[config.mk]
export PLATFORM = sky130hd
export DESIGN_NAME = serial_sub_ctrl_flat
export DESIGN_NICKNAME = d
export VERILOG_FILES = /design/src/rtl/serial_sub_pkg.sv /design/src/rtl/serial_sub_ctrl_if.sv /design/src/rtl/fullsub.sv /design/src/rtl/serial_sub_ctrl.sv /design/src/flat_wrapper.sv
export SDC_FILE = /design/constraint.sdc
export NUM_CORES = 1
export LEC_CHECK = 0
export CORE_MARGIN = 5
export CORE_UTILIZATION = 29
export CTS_BUF_LIST = sky130_fd_sc_hd__clkbuf_4 sky130_fd_sc_hd__clkbuf_8
export CTS_CLUSTER_DIAMETER = 40
export DETAILED_ROUTE_END_ITERATION = 8
export GPL_TIMING_DRIVEN = 1
export SLEW_MARGIN = 20
export SYNTH_ARGS = -nofsm -noshare
export SYNTH_HDL_FRONTEND = slang
export SYNTH_SLANG_ARGS = --single-unit
[constraint.sdc]
create_clock -name clk -period 1.65 [get_ports clk]
set_clock_uncertainty 0.1 [all_clocks]
set_input_delay 0.33 -clock clk [delete_from_list [all_inputs] [get_ports clk]]
set_output_delay 0.33 -clock clk [all_outputs]
set_load 0.01 [all_outputs]
[src/rtl/serial_sub_pkg.sv]
// Shared types and constants for the bit-serial subtractor controller.
package serial_sub_pkg;

  // Controller states: wait for a request, shift one bit per cycle, present the result.
  typedef enum logic [1:0] {
    IDLE = 2'd0,
    RUN  = 2'd1,
    DONE = 2'd2
  } state_t;

  // Legal operand widths.
  localparam int unsigned WidthMin = 1;
  localparam int unsigned WidthMax = 64;

endpackage

[src/rtl/serial_sub_ctrl_if.sv]
// Request/result bundle between a requesting datapath and the serial subtractor.
interface serial_sub_ctrl_if #(
  parameter int unsigned WIDTH = 8
);

  logic             start;
  logic [WIDTH-1:0] a;
  logic [WIDTH-1:0] b;
  logic             bin;
  logic             busy;
  logic             done;
  logic [WIDTH-1:0] diff;
  logic             bout;

  // Requester side.
  modport master (
    output start, a, b, bin,
    input  busy, done, diff, bout
  );

  // Subtractor side.
  modport slave (
    input  start, a, b, bin,
    output busy, done, diff, bout
  );

endinterface

[src/rtl/fullsub.sv]
// Combinational 1-bit full subtractor: in1 - in2 - bin.
module fullsub (
  input  logic in1,
  input  logic in2,
  input  logic bin,
  output logic diff,
  output logic bow
);

  assign diff = in1 ^ in2 ^ bin;
  assign bow  = (~in1 & in2) | (~(in1 ^ in2) & bin);

endmodule

[src/rtl/serial_sub_ctrl.sv]
// Bit-serial subtraction controller: A - B - bin over WIDTH cycles, LSB first,
// through a single shared full-subtractor cell.
module serial_sub_ctrl
  import serial_sub_pkg::*;
#(
  parameter int unsigned WIDTH = 8
) (
  input  logic              clk,
  input  logic              rst,
  serial_sub_ctrl_if.slave  bus
);

  localparam int unsigned          CntW    = (WIDTH > 1) ? $clog2(WIDTH) : 1;
  localparam logic [CntW-1:0]      CntLast = CntW'(WIDTH - 1);

  if (WIDTH < WidthMin || WIDTH > WidthMax) begin : gen_width_check
    $error("serial_sub_ctrl: WIDTH out of range");
  end

  state_t           state_q;
  logic [WIDTH-1:0] sa_q;
  logic [WIDTH-1:0] sb_q;
  logic [WIDTH-1:0] diff_q;
  logic [WIDTH-1:0] diff_d;
  logic             br_q;
  logic             bout_q;
  logic [CntW-1:0]  cnt_q;

  logic cell_d;
  logic cell_bo;
  logic accept;
  logic last;

  assign accept = (state_q == IDLE) && bus.start;
  assign last   = (state_q == RUN) && (cnt_q == CntLast);

  fullsub u_cell (
    .in1  (sa_q[0]),
    .in2  (sb_q[0]),
    .bin  (br_q),
    .diff (cell_d),
    .bow  (cell_bo)
  );

  // Result shift: new bit enters at the MSB; written this way so WIDTH=1 needs no slice.
  always_comb begin
    diff_d            = diff_q >> 1;
    diff_d[WIDTH-1]   = cell_d;
  end

  // Sequencing FSM; rst beats start on the same edge.
  always_ff @(posedge clk) begin
    if (rst) begin
      state_q <= IDLE;
    end else begin
      unique case (state_q)
        IDLE:    if (bus.start) state_q <= RUN;
        RUN:     if (cnt_q == CntLast) state_q <= DONE;
        DONE:    state_q <= IDLE;
        default: state_q <= IDLE;
      endcase
    end
  end

  // Operand/borrow/result shift registers and bit counter.
  always_ff @(posedge clk) begin
    if (rst) begin
      sa_q   <= '0;
      sb_q   <= '0;
      diff_q <= '0;
      br_q   <= 1'b0;
      bout_q <= 1'b0;
      cnt_q  <= '0;
    end else if (accept) begin
      sa_q   <= bus.a;
      sb_q   <= bus.b;
      br_q   <= bus.bin;
      diff_q <= '0;
      cnt_q  <= '0;
    end else if (state_q == RUN) begin
      sa_q   <= sa_q >> 1;
      sb_q   <= sb_q >> 1;
      br_q   <= cell_bo;
      diff_q <= diff_d;
      // Counter parks on the last index so it can never wrap.
      if (last) begin
        bout_q <= cell_bo;
      end else begin
        cnt_q  <= cnt_q + 1'b1;
      end
    end
  end

  assign bus.busy = (state_q != IDLE);
  assign bus.done = (state_q == DONE);
  assign bus.diff = diff_q;
  assign bus.bout = bout_q;

endmodule

[src/flat_wrapper.sv]
// flat-port wrapper written by rule: the top's interface ports become plain ports
module serial_sub_ctrl_flat import serial_sub_pkg::*;
#(
  parameter int unsigned WIDTH = 8
)
  (clk, rst, bus_start, bus_a, bus_b, bus_bin, bus_busy, bus_done, bus_diff, bus_bout);
  serial_sub_ctrl_if #(.WIDTH(WIDTH)) bus_i ();
  input  logic clk;
  input  logic rst;
  input wire logic [$bits(bus_i.start)-1:0] bus_start;
  input wire logic [$bits(bus_i.a)-1:0] bus_a;
  input wire logic [$bits(bus_i.b)-1:0] bus_b;
  input wire logic [$bits(bus_i.bin)-1:0] bus_bin;
  output wire logic [$bits(bus_i.busy)-1:0] bus_busy;
  output wire logic [$bits(bus_i.done)-1:0] bus_done;
  output wire logic [$bits(bus_i.diff)-1:0] bus_diff;
  output wire logic [$bits(bus_i.bout)-1:0] bus_bout;
  assign bus_i.start = bus_start;
  assign bus_i.a = bus_a;
  assign bus_i.b = bus_b;
  assign bus_i.bin = bus_bin;
  assign bus_busy = bus_i.busy;
  assign bus_done = bus_i.done;
  assign bus_diff = bus_i.diff;
  assign bus_bout = bus_i.bout;
  serial_sub_ctrl #(.WIDTH(WIDTH)) u_core (.clk(clk), .rst(rst), .bus(bus_i));
endmodule
**Yosys cells after proc, flatten, opt, wreduce, memory -nomap -nowiden**

Cells that the tools add are included.

- Register bits: 31
- Input bits: 20
- Output and inout port bits: 11
- Logic and storage cells: 40

- Add/subtract/negate cells: 1
- Eq/ne operators: 5
- Muxes and demuxes: 9
- Bitwise logic cells: 9
- Reduce and logical (&&, ||, !) cells: 9

Operators by type and width:

| cell | number |
|---|---|
| two-way mux 8 bit | 4 |
| two-way mux 2 bit | 2 |
| NOT 1 bit | 4 |
| one-hot mux 2 bit (2 select lines) | 1 |
| AND reduction 2 bit | 2 |
| nonzero test 2 bit | 2 |
| adder 3 x 1 -> 3 bit (second input constant) | 1 |
| equality test 3 bit (second input constant) | 1 |
| AND reduction 3 bit | 1 |
| bitwise AND 1 bit | 2 |
| equality test 2 x 1 -> 1 bit (second input constant) | 1 |
| equality test 2 bit (second input constant) | 1 |
| logical AND 1 bit | 2 |
| logical NOT 2 bit | 1 |
| two-way mux 1 bit | 2 |
| != test 2 x 1 -> 1 bit (second input constant) | 1 |
| != test 2 bit (second input constant) | 1 |
| OR reduction 2 bit | 1 |
| XOR 1 bit | 2 |
| bitwise OR 1 bit | 1 |

**Depth between registers and ports, before layout**

Gate-level depths: netlist (run 1).

- Depth after elaboration: 6
- Gate-level depth with buffers: 6
- Gate-level depth less buffers: 5

**Modules after synthesis**

Synthesis (run 1) repeated with hierarchy kept, for this count alone.

- Cell total of the unflattened synthesis: 172
- Area total of the unflattened synthesis: 1382.6 µm²

Modules (own cells, without submodules):

| module | instances | cells each | area an instance (µm²) | sequential area each (µm²) |
|---|---|---|---|---|
| serial_sub_ctrl | 1 | 168 | 1351.3 | 620.6 |
| fullsub | 1 | 4 | 31.3 | 0.0 |

**Worst setup path after synthesis (run 1)**

No wires, ideal clock.

- Kind: register to register
- Start point: reg u_core.state_q[0]
- End point: reg u_core.sb_q[1]
- Setup time: 0.140 ns
- Data arrival time: 1.193 ns
- Required time: 1.410 ns
- Slack: 0.217 ns
- Cell stages (with the launch flop): 7
- Path buffers: 3
- Period minus slack after synthesis: 1.433 ns
- Cell sequence: dfxtp_1 buf_6 or3b_1 buf_6 buf_12 nor2_2 a211oi_2

- Word-level cells in the longest chain between the ends: 3
- Elaborated cells between the ends (all ways): 5
- Classes of those cells: 1 x eq/ne; 1 x mux; 3 x reduce/logical

Ends and longest elaborated chain:

| element | RTL line | text |
|---|---|---|
| from (decl) | serial_sub_ctrl.sv:20 | `state_t state_q;` |
| from (signal assigned) | serial_sub_ctrl.sv:54 | `state_q <= IDLE;` |
| from (signal assigned) | serial_sub_ctrl.sv:57 | `IDLE: if (bus.start) state_q <= RUN;` |
| from (signal assigned) | serial_sub_ctrl.sv:58 | `RUN: if (cnt_q == CntLast) state_q <= DONE;` |
| logical NOT 2 bit | serial_sub_ctrl.sv:34 | `assign accept = (state_q == IDLE) && bus.start;` |
| logical AND 1 bit | serial_sub_ctrl.sv:34 |  |
| two-way mux 8 bit or nonzero test 2 bit (tied branches) | - |  |
| to (signal assigned) | serial_sub_ctrl.sv:76 | `sb_q <= bus.b;` |
| to (signal assigned) | serial_sub_ctrl.sv:82 | `sb_q <= sb_q >> 1;` |
| to (decl) | serial_sub_ctrl.sv:22 | `logic [WIDTH-1:0] sb_q;` |

Several ways; a longest one is shown, not always the timed one.
A chain may end at the register's enable or synchronous reset.

**Final worst setup path (run 1)**

- Start point: reg u_core.state_q[0]
- End point: out bus_busy

- Word-level cells in the longest chain between the ends: 1

Ends and longest elaborated chain:

| element | RTL line | text |
|---|---|---|
| nonzero test 2 bit | serial_sub_ctrl.sv:94 | `assign bus.busy = (state_q != IDLE);` |
| to (decl) | flat_wrapper.sv:14 | `output wire logic [$bits(bus_i.busy)-1:0] bus_busy;` |

Every way passes these cells.

==> results of run 1 <==
## cells in the mapped netlist (2+ instances only)
cell and count:
inv_1 3, nand2_1 33, nor2b_1 2, clkbuf_1 2, nand3_2 2, nor2_2 6
dfxtp_1 31, o221a_2 2, a211oi_1 5, a211oi_2 7, o21ai_0 2, a21oi_1 30
buf_6 4, nor2_1 14, nor2_4 2, buf_2 7, ha_1 2
## per-stage QoR
stage,instance area [um^2],util [%]
global placement,1860,38.9
CTS,1960,41.0
detailed placement,1860,38.9
global route,1980,41.3
floorplan,1460,-
finish,1980,41.3
## per-layer routing
metal	track usage, %	share of wire [%]
met3	3.44	4.4
met5	0	0
met2	16.2	46
met1	12.3	48
met4	5.07	2.3
## worst register-to-register path, cell delays in order, from the launching register on
cell and delay [ns]:
dfxtp_2 0.34, buf_4 0.16, or3b_1 0.44, buf_12 0.19, nor2_2 0.10, a211oi_2 0.05
## registers in the layout, indices dropped and copies added, names as in the netlist
name and cells:
u_core.bus.bout 1, u_core.sa_q 8, u_core.br_q 1, u_core.state_q 2, u_core.bus.diff 8, u_core.sb_q 8
u_core.cnt_q 3
## how the worst min path moves through the flow
stage / slack [ns] / cells past startpoint / end / from
after global placement: 0.35 / 2 / u_core.sa_q[3]$_SDFFE_PP0P_ / u_core.sa_q[4]$_SDFFE_PP0P_
final: 0.36 / 2 / u_core.sa_q[4]$_SDFFE_PP0P_ / u_core.sa_q[5]$_SDFFE_PP0P_
after CTS: 0.36 / 2 / u_core.sa_q[3]$_SDFFE_PP0P_ / u_core.sa_q[4]$_SDFFE_PP0P_
after global routing: 0.38 / 2 / u_core.sa_q[3]$_SDFFE_PP0P_ / u_core.sa_q[4]$_SDFFE_PP0P_
after detailed placement: 0.35 / 2 / u_core.sa_q[3]$_SDFFE_PP0P_ / u_core.sa_q[4]$_SDFFE_PP0P_
after floorplan: 0.34 / 2 / u_core.sa_q[5]$_SDFFE_PP0P_ / u_core.sa_q[6]$_SDFFE_PP0P_
## where the power goes
part	internal [mW]	total, mW	leakage [nW]	switching (mW)
combinational	0.149	0.294	0.497	0.144
clock	0.397	0.676	0.0549	0.279
sequential	0.793	0.817	0.254	0.0247
total	1.34	1.79	0.807	0.448
## layout make-up
class / instances / area share (%)
clock buffers: 8 / 5.26
multi-input cells: 118 / 36.3
flip-flops and latches: 31 / 31.5
well taps: 67 / 4.24
repair buffers: 42 / 22.2
inverters: 3 / 0.570
## logic make-up after synthesis
family	count (synthesis)	share of synthesized area [%]
fa+ha+maj	3	3.09
compound gates	49	22.9
buf+inv	17	8.16
simple gates	65	22.7
xor+xnor	1	0.601
flops	31	42.6
## what timing repair did
item | in CTS | in global routing
endpoints found under the setup margin | 2 | 6
pin swaps | 0 | 0
gates resized for setup | 2 | 6
hold buffers | 0 | 0
==> results.toml, run 1 <==
[timing]
fmax_ghz = 0.619
period_needed_ns = 1.62
setup-violations-final = 0
totalNegativeSetupSlack_ns = 0
timing.final.ws_setup_ns = 0.0341
slew_headroom_pct = 78.5
fin_hold_ws_ns = 0.356
hold_viol_final = 0
slew_viol_final = 0
rsz0062_at_grt = "false"
tightest_slew_ns = 0.322
final.period_utilization_pct = 97.9

[grt]
grt_pass1_wl_mm = 5.09
grt_max_degree = 25
grt_pass1_vias = 1130
track_usage_pct = 10.2
overflow = 0
grt_antenna_before_repair = 0

[placed_design]
gp_congestion = 0.735
post-place-ws_ns = -0.160
place.port_buffers = 30
dpl.cell_count = 261
dpl.hpwl_mm = 2.23

[drt]
drtPass1Iterations = 4
vias_per_cell = 4.49
drcViolationCount = 0
post_drt_wl_per_cell_um = 11.7
wl_mm = 3.15
num_vias = 1209
ant_nets = 0
first_iter_violations = 69

[synthesis]
synth_top_area_share_pct = 42.6
yosys_warnings = 0
ys_async_sr_fraction_pct = 0
synthTopCellsByArea = "dfxtp_1 43%, a21oi_1 10%, nand2_1 8.5%"
syn_avg_cell_area_um2 = 8.77
yosys.area.top_type = "dfxtp_1"
ys_ff_latch = 31
syn-num-nets = 189
synth-seq-area-share_pct = 42.6
synth_top_flop_cell = "dfxtp_1"
synth_edf_count = 0
synthCells = 166
synth_cell_types = 29
netlist_area_mm2 = 0.00146

[run]
maxCapViolations = 0

[floorplan]
dieHeight_um = 80.9
dieArea_mm2 = 0.00654
row_count = 25
chipWidth_um = 80.9
initial_core_util_pct = 30.4
ios = 31
core_mm2 = 0.00479

[power_and_ir_drop]
ir_drop_v = 0.000272
pwr_density_cell_mw_per_mm2 = 904
p_leak_nw = 0.807
total_power_mw = 1.79

[worst_setup_path]
required_ns = 1.22
r2r_cells = 5
path_cells = "or2_2 > dlygate4sd2_1"
start_kind = "flop"
worstPathArrival_ns = 1.19
cp_num_buf_inv = 1
crit_end = "bus_busy"
crit_fanout = 3
r2r-start = "u_core.state_q[0]$_SDFFE_PP0P_"
endpoint_kind = "output port"
cp_top_family = "flip-flops"
reg2reg_to = "u_core.sb_q[6]$_SDFFE_PP0P_"
cpPeakStageDelay_ns = 0.34
rrSetupSlack_ns = 0.17
cp_slowest_cell = "dfxtp_2"
crit_path_start = "u_core.state_q[0]$_SDFFE_PP0P_"
cp.depth = 2
worst-setup-path-type = "reg -> out"

[min_path]
hold_path.class = "reg -> reg"

[layout]
drive_gt1_share_pct = 21.8
syn2layout_area_growth_pct = 35.7
final_common_cell = "nand2_1"
final_nets = 224
fill_cells = 493
multi_input_area_um2 = 717
seq_area_um2 = 622
n_antenna_cell = 0
mostFrequentLayoutCells = "33 x nand2_1, 30 x a21oi_1, 30 x dfxtp_1"
layout.cells.non_filler = 269

[clock_tree]
cts_root_buffer = "clkbuf_8"
tritoncts = "built"
clk_pin_slew_ns = 0.06
cts_setup_buffers = 0
clkLatencyLatePin_ns = 0.29
cts_max_path_buffers = 2
h-tree-depth = 2
cts_buffers = 5
clock_sinks = 31

[status]
status = "finished, final reports clean"
Note: power is estimated with default switching activity, not from simulation.
==> inputs of run 2 (changes only) <==
--- a/config.mk
+++ b/config.mk
@@ -6,11 +6,12 @@
 export NUM_CORES = 1
 export LEC_CHECK = 0
 export CORE_MARGIN = 5
-export CORE_UTILIZATION = 29
+export CORE_UTILIZATION = 52
 export CTS_BUF_LIST = sky130_fd_sc_hd__clkbuf_4 sky130_fd_sc_hd__clkbuf_8
 export CTS_CLUSTER_DIAMETER = 40
 export DETAILED_ROUTE_END_ITERATION = 8
 export GPL_TIMING_DRIVEN = 1
+export PLACE_DENSITY = 0.81
 export SLEW_MARGIN = 20
 export SYNTH_ARGS = -nofsm -noshare
 export SYNTH_HDL_FRONTEND = slang
==> run 2 against run 1 <==
Clock power fell by 8.0%. Hold slack improved by 0.0010 ns. Register-to-register slack got worse by 0.06 ns. Wire length rose by 3.8%. Die area fell by 39%. Non-clock buffer count rose by 1. Sequential share of layout area rose by 1.9 points. Setup slack improved by 0.077 ns. Largest cell class unchanged. Cell area fell by 5.3%.
==> results.toml, run 2 (synthesis results as in run 1) <==
[status]
status = "finished, final reports clean"

[clock_tree]
clock_sinks = 31
cts_max_path_buffers = 2
hold_buffers = 0
cts_buffers = 5
h-tree-depth = 2
clkLatencyLatePin_ns = 0.34
clk_pin_slew_ns = 0.10
tritoncts = "built"
cts_root_buffer = "clkbuf_4"

[worst_setup_path]
crit_end = "u_core.sa_q[4]$_SDFFE_PP0P_"
worstPathArrival_ns = 1.66
crit_fanout = 9
r2r_cells = 5
start_kind = "flop"
crit_path_frequent_cell = "buf_4"
cp_slowest_cell = "or3b_1"
reg2reg_to = "u_core.sa_q[4]$_SDFFE_PP0P_"
r2r-start = "u_core.state_q[1]$_SDFFE_PP0P_"
cp_top_family = "simple AND/OR/NAND/NOR gates"
crit_path_start = "u_core.state_q[1]$_SDFFE_PP0P_"
endpoint_kind = "flop"
rrSetupSlack_ns = 0.11
cp.depth = 5
path_cells = "buf_4 > or3b_1 > buf_4 > nor2_1 > a211oi_1"
required_ns = 1.78
cpPeakStageDelay_ns = 0.41
worst-setup-path-type = "reg -> reg"
cp_num_buf_inv = 2

[drt]
post_drt_wl_per_cell_um = 14.0
drtPass1Iterations = 4
ant_nets = 0
drcViolationCount = 0
first_iter_violations = 54
wl_mm = 3.27
vias_per_cell = 5.48
num_vias = 1282

[timing]
hold_viol_final = 0
setup-violations-final = 0
tightest_slew_ns = 0.317
slew_headroom_pct = 78.8
fmax_ghz = 0.650
slew_viol_final = 0
final.period_utilization_pct = 93.2
timing.final.ws_setup_ns = 0.112
period_needed_ns = 1.54
rsz0062_at_grt = "false"

[grt]
overflow = 0
grt_antenna_before_repair = 0
grt_max_degree = 27
track_usage_pct = 18.1
grt_pass1_wl_mm = 5.63
grt_pass1_vias = 1277

[floorplan]
chipWidth_um = 62.9
core_mm2 = 0.00271
dieHeight_um = 62.9
initial_core_util_pct = 53.7
ios = 31
row_count = 19
dieArea_mm2 = 0.00396

[layout]
syn2layout_area_growth_pct = 28.4
fill_cells = 235
drive_gt1_share_pct = 22.7
final_core_util_pct = 69.0
n_antenna_cell = 0
mostFrequentLayoutCells = "33 x nand2_1, 30 x a21oi_1, 30 x dfxtp_1"
final_nets = 225
final_common_cell = "nand2_1"

[placed_design]
post-place-ws_ns = -0.206
place.port_buffers = 30
gp_congestion = 0.762
dpl.hpwl_mm = 2.41

[power_and_ir_drop]
ir_drop_v = 0.000949
p_leak_nw = 0.743
pwr_density_cell_mw_per_mm2 = 923

[run]
maxCapViolations = 0

[min_path]
hold-path-cell-count = 2
hold_path.class = "reg -> reg"
==> run 2: power by group <==
group          internal [mW]  switching [mW]
Sequential             0.790          0.0274
Combinational          0.140           0.148
Clock                  0.358           0.264
==> run 2: worst min-delay path by stage <==
stage,startpoint,to
floorplan,u_core.sa_q[6]$_SDFFE_PP0P_,u_core.sa_q[5]$_SDFFE_PP0P_
global placement,u_core.sa_q[3]$_SDFFE_PP0P_,u_core.sa_q[2]$_SDFFE_PP0P_
detailed placement,u_core.bus.diff[0]$_SDFFE_PP0N_,u_core.bus.diff[0]$_SDFFE_PP0N_
CTS,u_core.bus.diff[0]$_SDFFE_PP0N_,u_core.bus.diff[0]$_SDFFE_PP0N_
global route,u_core.bus.diff[0]$_SDFFE_PP0N_,u_core.bus.diff[0]$_SDFFE_PP0N_
finish,u_core.bus.diff[0]$_SDFFE_PP0N_,u_core.bus.diff[0]$_SDFFE_PP0N_
==> run 2: timing repair <==
item	in CTS	in global routing
setup endpoints to repair	11	1
cloned	0	0
hold endpoints to repair	0	0
buffers inserted	0	1
gates resized for setup	12	3
==> run 2: layout make-up <==
type | count | area, um^2 | area share, %
clock inverter | 2 | 35.0 | 1.87
tap | 31 | 38.8 | 2.07
multi-input combinational | 118 | 717 | 38.3
clock buffer | 6 | 51.3 | 2.74
inverter | 3 | 11.3 | 0.602
timing repair buffer | 43 | 393 | 21.0
sequential | 31 | 624 | 33.4
==> run 2: stage by stage <==
step                      hold WS, ns  instances  instance area (um^2)  setup TNS, ns  total power [mW]
final                           0.357        234                  1870              0              1.73
after global routing            0.393        234                  1870              0              1.81
after CTS                       0.363        233                  1860        -0.0514              1.74
after detailed placement        0.352        225                  1790          -3.73              1.13
after global placement          0.340        225                  1790          -2.90              1.11
after floorplan                 0.336        166                  1460              0              1.02
==> run 2: worst reg2reg max path: stages, from the launching register on <==
cell	delay [ns]
dfxtp_4	0.37
buf_4	0.17
or3b_1	0.41
buf_4	0.21
nor2_1	0.11
a211oi_1	0.06
==> run 2: routing by layer <==
| layer | track usage (%) | share of wire [%] |
|---|---|---|
| met1 | 18.2 | 41 |
| met2 | 30.8 | 51 |
| met3 | 7.91 | 5.7 |
| met4 | 9.81 | 2.5 |
| met5 | 0 | 0 |
